**config.mk**
```make
export PLATFORM = sky130hd
export DESIGN_NAME = seq_cla_adder
export DESIGN_NICKNAME = d
export VERILOG_FILES = /design/src/rtl/seq_cla_adder.sv
export SDC_FILE = /design/constraint.sdc
export NUM_CORES = 1
export LEC_CHECK = 0
export CAP_MARGIN = 10
export CORE_AREA = 4 4 111 113
export CTS_CLUSTER_DIAMETER = 120
export DETAILED_ROUTE_END_ITERATION = 8
export DIE_AREA = 0 0 115 117
export PLACE_DENSITY = 0.73
export SYNTH_ARGS = -nofsm -noshare
export SYNTH_HDL_FRONTEND = slang
export SYNTH_SLANG_ARGS = --single-unit
```
**constraint.sdc**
```tcl
create_clock -name clk -period 2.8 [get_ports clk]
set_clock_uncertainty 0.2 [all_clocks]
set_input_delay 0.56 -clock clk [delete_from_list [all_inputs] [get_ports clk]]
set_output_delay 0.56 -clock clk [all_outputs]
set_load 0.01 [all_outputs]
```
**src/rtl/seq_cla_adder.sv**
```systemverilog
// rtl/seq_cla_adder.sv - sequential add/subtract unit, one 4-bit carry-lookahead slice per cycle
// Define SEQ_CLA_ADDER_OVF_EN to add the signed-overflow output ovf.
module seq_cla_adder #(
    parameter int WIDTH = 32
) (
    input  logic             clk,
    input  logic             rst_n,
    input  logic             in_valid,
    output logic             in_ready,
    input  logic [WIDTH-1:0] a,
    input  logic [WIDTH-1:0] b,
    input  logic             cin,
    input  logic             sub,
    output logic             out_valid,
    input  logic             out_ready,
    output logic [WIDTH-1:0] sum,
    output logic             cout,
`ifdef SEQ_CLA_ADDER_OVF_EN
    output logic             ovf,
`endif
    output logic             busy
);

    localparam int SLICE  = 4;
    localparam int NCHUNK = WIDTH / SLICE;
    localparam int IDXW   = (NCHUNK > 1) ? $clog2(NCHUNK) : 1;
    localparam logic [IDXW-1:0] LAST_IDX = IDXW'(NCHUNK - 1);

    typedef enum logic [1:0] {
        IDLE,
        RUN,
        DONE
    } state_t;

    state_t state;
    state_t state_next;

    logic [WIDTH-1:0] a_reg;
    logic [WIDTH-1:0] b_reg;
    logic [WIDTH-1:0] res;
    logic             carry;
    logic [IDXW-1:0]  idx;

    logic [SLICE-1:0] g;
    logic [SLICE-1:0] p;
    logic [SLICE-1:0] s_chunk;
    logic             c1;
    logic             c2;
    logic             c3;
    logic             c4;
    logic             grp_g;
    logic             grp_p;
    logic             accept;
    logic             last;

    assign in_ready  = (state == IDLE);
    assign busy      = (state != IDLE);
    assign out_valid = (state == DONE);
    assign sum       = res;
    assign accept    = in_valid && (state == IDLE);
    assign last      = (idx == LAST_IDX);

    // Per-bit lookahead for c1..c3, group generate/propagate for the slice carry-out.
    always_comb begin
        g       = a_reg[idx*SLICE +: SLICE] & b_reg[idx*SLICE +: SLICE];
        p       = a_reg[idx*SLICE +: SLICE] ^ b_reg[idx*SLICE +: SLICE];
        c1      = g[0] | (p[0] & carry);
        c2      = g[1] | (p[1] & g[0]) | (p[1] & p[0] & carry);
        c3      = g[2] | (p[2] & g[1]) | (p[2] & p[1] & g[0])
                | (p[2] & p[1] & p[0] & carry);
        grp_g   = g[3] | (p[3] & g[2]) | (p[3] & p[2] & g[1])
                | (p[3] & p[2] & p[1] & g[0]);
        grp_p   = &p;
        c4      = grp_g | (grp_p & carry);
        s_chunk = p ^ {c3, c2, c1, carry};
    end

    always_ff @(posedge clk or negedge rst_n) begin
        if (!rst_n) begin
            state <= IDLE;
        end else begin
            state <= state_next;
        end
    end

    always_comb begin
        state_next = state;
        case (state)
            IDLE:    if (in_valid)  state_next = RUN;
            RUN:     if (last)      state_next = DONE;
            DONE:    if (out_ready) state_next = IDLE;
            default:                state_next = IDLE;
        endcase
    end

    // Subtraction is A + ~B + 1, so the carry register doubles as the "+1".
    always_ff @(posedge clk or negedge rst_n) begin
        if (!rst_n) begin
            a_reg <= '0;
            b_reg <= '0;
            res   <= '0;
            carry <= 1'b0;
            idx   <= '0;
            cout  <= 1'b0;
`ifdef SEQ_CLA_ADDER_OVF_EN
            ovf   <= 1'b0;
`endif
        end else if (accept) begin
            a_reg <= a;
            b_reg <= sub ? ~b : b;
            carry <= sub ? 1'b1 : cin;
            idx   <= '0;
        end else if (state == RUN) begin
            res[idx*SLICE +: SLICE] <= s_chunk;
            carry <= c4;
            idx   <= idx + 1'b1;
            if (last) begin
                cout <= c4;
`ifdef SEQ_CLA_ADDER_OVF_EN
                ovf  <= c3 ^ c4;
`endif
            end
        end
    end

endmodule

```
=== Word-level counts from Yosys, hierarchy flattened ===
Cells that the tools add are included.
W data, S select, Z words.

* Bits in registers: 103
* Input bits: 70
* Output and inout bits: 36

* Add/subtract/negate cells: 2
* Equality and inequality tests: 6
* Shift operators: 4
* Mux-type cells: 11
* Bitwise operators: 30
* Reductions and logical operators: 8

{| class="wikitable"
|+ Operator list
! cell !! number
|-
| $shiftx A32 B6 Y4 || 2
|-
| $neg A5 Y34 || 1
|-
| $shift A4 B34 Y32 const A || 1
|-
| $shiftx A4 B34 Y32 || 1
|-
| $bwmux W32 || 1
|-
| $mux W32 || 1
|-
| $not A32 Y32 || 1
|-
| $and A1 B1 Y1 || 15
|-
| $or A1 B1 Y1 || 10
|-
| $xor A4 B4 Y4 || 2
|-
| $mux W2 || 3
|-
| $mux W3 || 2
|-
| $pmux W2 S3 || 1
|-
| $reduce_and A3 Y1 || 2
|-
| $and A4 B4 Y4 || 1
|-
| $ne A2 B2 Y1 const B || 2
|-
| $reduce_and A4 Y1 || 1
|-
| $reduce_bool A2 Y1 || 2
|-
| $add A3 B1 Y3 const B || 1
|-
| $eq A3 B3 Y1 const B || 1
|-
| $mux W1 || 3
|-
| $eq A2 B1 Y1 const B || 1
|-
| $eq A2 B2 Y1 const B || 1
|-
| $logic_not A2 Y1 || 1
|-
| other kinds (4) || 4
|}

=== Depth between registers and ports, before layout ===
* Depth after elaboration: 9
* Gate-level depth with buffers: 10
* Mapped depth without buffers: 8

=== Least setup slack after synthesis ===
Ideal clock, no wire load.

* Kind: register to register
* Start point: reg idx[0]
* End point: reg res[18], in the netlist sum[18]
* Arrival: 2.627 ns
* Setup slack: -0.172 ns
* Cell stages (with the launch flop): 11
* Cells stage by stage: dfrtp_1 > buf_4 > buf_4 > mux4_2 > nand2_1 > nand2_1 > ha_1 > a211o_1 > nand2_1 > xor2_1 > o21ai_0

* Word-level cells in the longest chain between the ends: 9
* Elaborated cells on any way between the ends: 24

{| class="wikitable"
|+ Ends and longest elaborated chain
! item !! line !! source
|-
| start: declaration || 42 || <nowiki>logic [IDXW-1:0] idx;</nowiki>
|-
| start signal: assignment || 116 || <nowiki>idx <= idx + 1'b1;</nowiki>
|-
| $shiftx A32 B6 Y4 || 65, 66 ||
|-
| $xor A4 B4 Y4 / $and A4 B4 Y4 (equally long branches) || 66, 65 ||
|-
| $and A1 B1 Y1, on equally long branches || 69, 70 ||
|-
| $or A1 B1 Y1 (tied with other cells) || 69 || <nowiki>c3 = g[2] | (p[2] & g[1]) | (p[2] & p[1] & g[0])</nowiki>
|-
| $or A1 B1 Y1 / $and A1 B1 Y1 (equally long branches) || 69, 70 ||
|-
| $or A1 B1 Y1 || 70 || <nowiki>| (p[2] & p[1] & p[0] & carry);</nowiki>
|-
| $xor A4 B4 Y4 || 75 || <nowiki>s_chunk = p ^ {c3, c2, c1, carry};</nowiki>
|-
| $shiftx A4 B34 Y32 || 114 || <nowiki>res[idx*SLICE +: SLICE] <= s_chunk;</nowiki>
|-
| $bwmux W32 * || 114 ||
|-
| end signal: indexed assignment || 114 ||
|-
| end: declaration || 40 || <nowiki>logic [WIDTH-1:0] res;</nowiki>
|}

Every way passes the cells marked *; elsewhere a longest branch is shown, timed or not.
A chain may end at the register's enable or synchronous reset.

=== Worst setup path after layout ===
* Start point: reg idx[0]
* End point: reg res[7], in the netlist sum[7]

The elaborated chain is that of the path after synthesis.

==> flow_summary.toml <==
[route]
drc = 0
drt-total-wl_um = 11130
via_per_inst = 5.124
routedWlPerCell_um = 16.40
first_iter_violations = 187
vias = 3479
first_pass_iters = 4
ant_nets = 0

[place]
routabilityCongestion = 0.8258
port_buffers = 105
dp_hpwl_um = 8351
pre_cts_ws_ps = -32.48

[global_route]
first_global_vias = 3609
grt_max_degree = 65
antenna_found_initial = 0
grt_first_pass_wirelength_um = 18390
grt.total_usage = 0.1770
grt_overflow_total = 0

[sta]
tightest_slew_ps = 874.7
setup_viol = 0
whs_ps = 3.883
finalWorstSetupSlack_ps = 46.24
slew_headroom = 0.4169
slew_viol_final = 0
fmax_mhz = 363.1
period_minus_slack_ps = 2754
period_share = 0.9835
rsz0062_at_grt = "yes"
hold_viol = 0

[clocking]
cts_max_level = 3
cts.path.max_buffers = 2
cts_sinks = 103
clock_latency_ps = 350
cts_buffers = 9
clk_pin_slew_worst_paths_ps = 70
cts_root_buf = "clkbuf_16"
cts_tree = "built"

[setup_path]
critPathArrivalTime_ps = 2810
crit_path_end_kind = "flip-flop"
criticalPathCategory = "reg -> reg"
worstReg2RegEnd = "sum[7]"
critPathMaxFanout = 8
ff2ff_path_depth = 10
endpoint = "sum[7]"
crit_required_ps = 2860
r2r_slack_ps = 50
crit_start = "idx[0]"
cp-start-kind = "flip-flop"
r2r_start = "idx[0]"

[logic_synthesis]
syn-cell-area_sq_um = 5002
ys_seq_area_frac = 0.5153
syn_area_per_cell_sq_um = 11.88
ys_warn_count = 0
netlist_instances = 421
synthesis.nets = 503
synth_enable_flop_cells = 0
async_reset_ff_frac = 1.000
ys_types = 42
ys_ff_latch = 103
ys_dominant_reg_cell = "dfrtp_1"

[die]
io_pins = 106
core_area_sq_um = 11320
initial_core_util = 0.4419
rows = 39
die_width_um = 115
die_area_sq_um = 13460
die_h_um = 117

[finish]
drive_gt1_frac = 0.2276
nNetsFinal = 614
antenna_cells = 0
mostFrequentLayoutCells = "103 x dfrtp_1, 103 x clkdlybuf4s50_1, 74 x nand2_1"
synthToLayoutAreaGrowth_pct = 34.77

[flow_run]
maxCapViolations = 0

[outcome]
outcome = "finished clean"

[power_and_ir_drop]
leakage_nw = 2.858
powerDensity_nw_per_um2 = 1340
irDropWorstVdd_mv = 1.083

[worst_hold_path]
min_path_type = "in -> async"
## timing repair
action                                  4_1_cts  5_1_grt
setup buffers                                 4        2
pin swaps                                     3        7
endpoints found under the setup margin        7       18
gates resized for setup                      11       15
hold buffers                                  0        0
## worst min path at each step
stage / startpoint / cells past startpoint / slack [ps] / endpoint
after floorplan: rst_n / 0 / 60 / a_reg[0]
after global placement: b_reg[2] / 2 / 260 / b_reg[2]
after detailed placement: b_reg[4] / 2 / 270 / b_reg[4]
after CTS: rst_n / 1 / 20 / a_reg[18]
after global routing: rst_n / 1 / 40 / a_reg[18]
final: rst_n / 1 / 4 / a_reg[19]
## critical path: stages, from the launching register on
cell and delay [ps]:
dfrtp_1 410, buf_12 140, mux4_2 510, nand2_2 120, nand2_4 80, ha_4 210, a211o_1 300, a31oi_4 220
xnor2_4 110, buf_12 150, o31ai_4 220
## cells in the mapped netlist, types with 2 or more instances
library cell    n  share of area
nand4_2         3         0.0075
nand2b_1        2         0.0025
nand2_1        83          0.062
ha_1           11          0.028
o21ai_0        46          0.046
o21ai_2         2         0.0035
clkbuf_1        9         0.0068
o2bb2ai_1       2         0.0035
inv_1           7         0.0053
nor3_1          3         0.0030
o31ai_1         8          0.012
xnor2_1        33          0.058
mux2_2         39          0.088
mux2_1          4         0.0090
and3_1          2         0.0025
nand3_1         5         0.0050
buf_6           2         0.0045
nand4_1         2         0.0025
nor2_1          7         0.0053
dfrtp_1       103           0.52
buf_4           6         0.0090
mux4_2         16          0.072
buf_2           7         0.0070
## power by group
| group | switching, mW | total (mW) | internal, mW |
|---|---|---|---|
| combinational | 2.51 | 5.11 | 2.61 |
| sequential | 0.412 | 2.59 | 2.17 |
| clock | 0.534 | 1.34 | 0.804 |
| total | 3.45 | 9.03 | 5.58 |
## metal layers
layer	wire, um	global-route usage	vias up
met3	560	0.03907	13
met1	4817	0.2280	1694
met5	0	0	-
met2	5603	0.3021	84
met4	152	0.05243	0
li1	-	-	1688
## metrics by stage
stage                     TNS, ps  power, mW    util  cell area [sq um]  std cells
after floorplan                 0      5.361       -               5027        421
after global placement          0      6.794  0.5524               6254        659
after detailed placement   -151.3      6.968  0.5524               6254        659
after CTS                  -7.820      8.633  0.5882               6659        678
after global routing       -353.1      9.645  0.5955               6741        679
final                           0      9.035  0.5955               6741        679
## area by class of cell
class,instances,area (sq um)
Clock buffer,10,239.0
Inverter,8,30.03
Sequential cell,103,2577
Tap cell,143,178.9
Multi-Input combinational cell,286,2382
Clock inverter,5,81.33
Fill cell,948,4579
Timing Repair Buffer,124,1252
## cells by family after synthesis
| logic type | share of synthesized area |
|---|---|
| simple gates | 0.1118 |
| flops | 0.5153 |
| compound gates | 0.07454 |
| mux | 0.1708 |
| xor+xnor | 0.06278 |
| buf+inv | 0.03326 |
| fa+ha+maj | 0.03152 |
No activity file was read; power rests on OpenSTA's default activity.
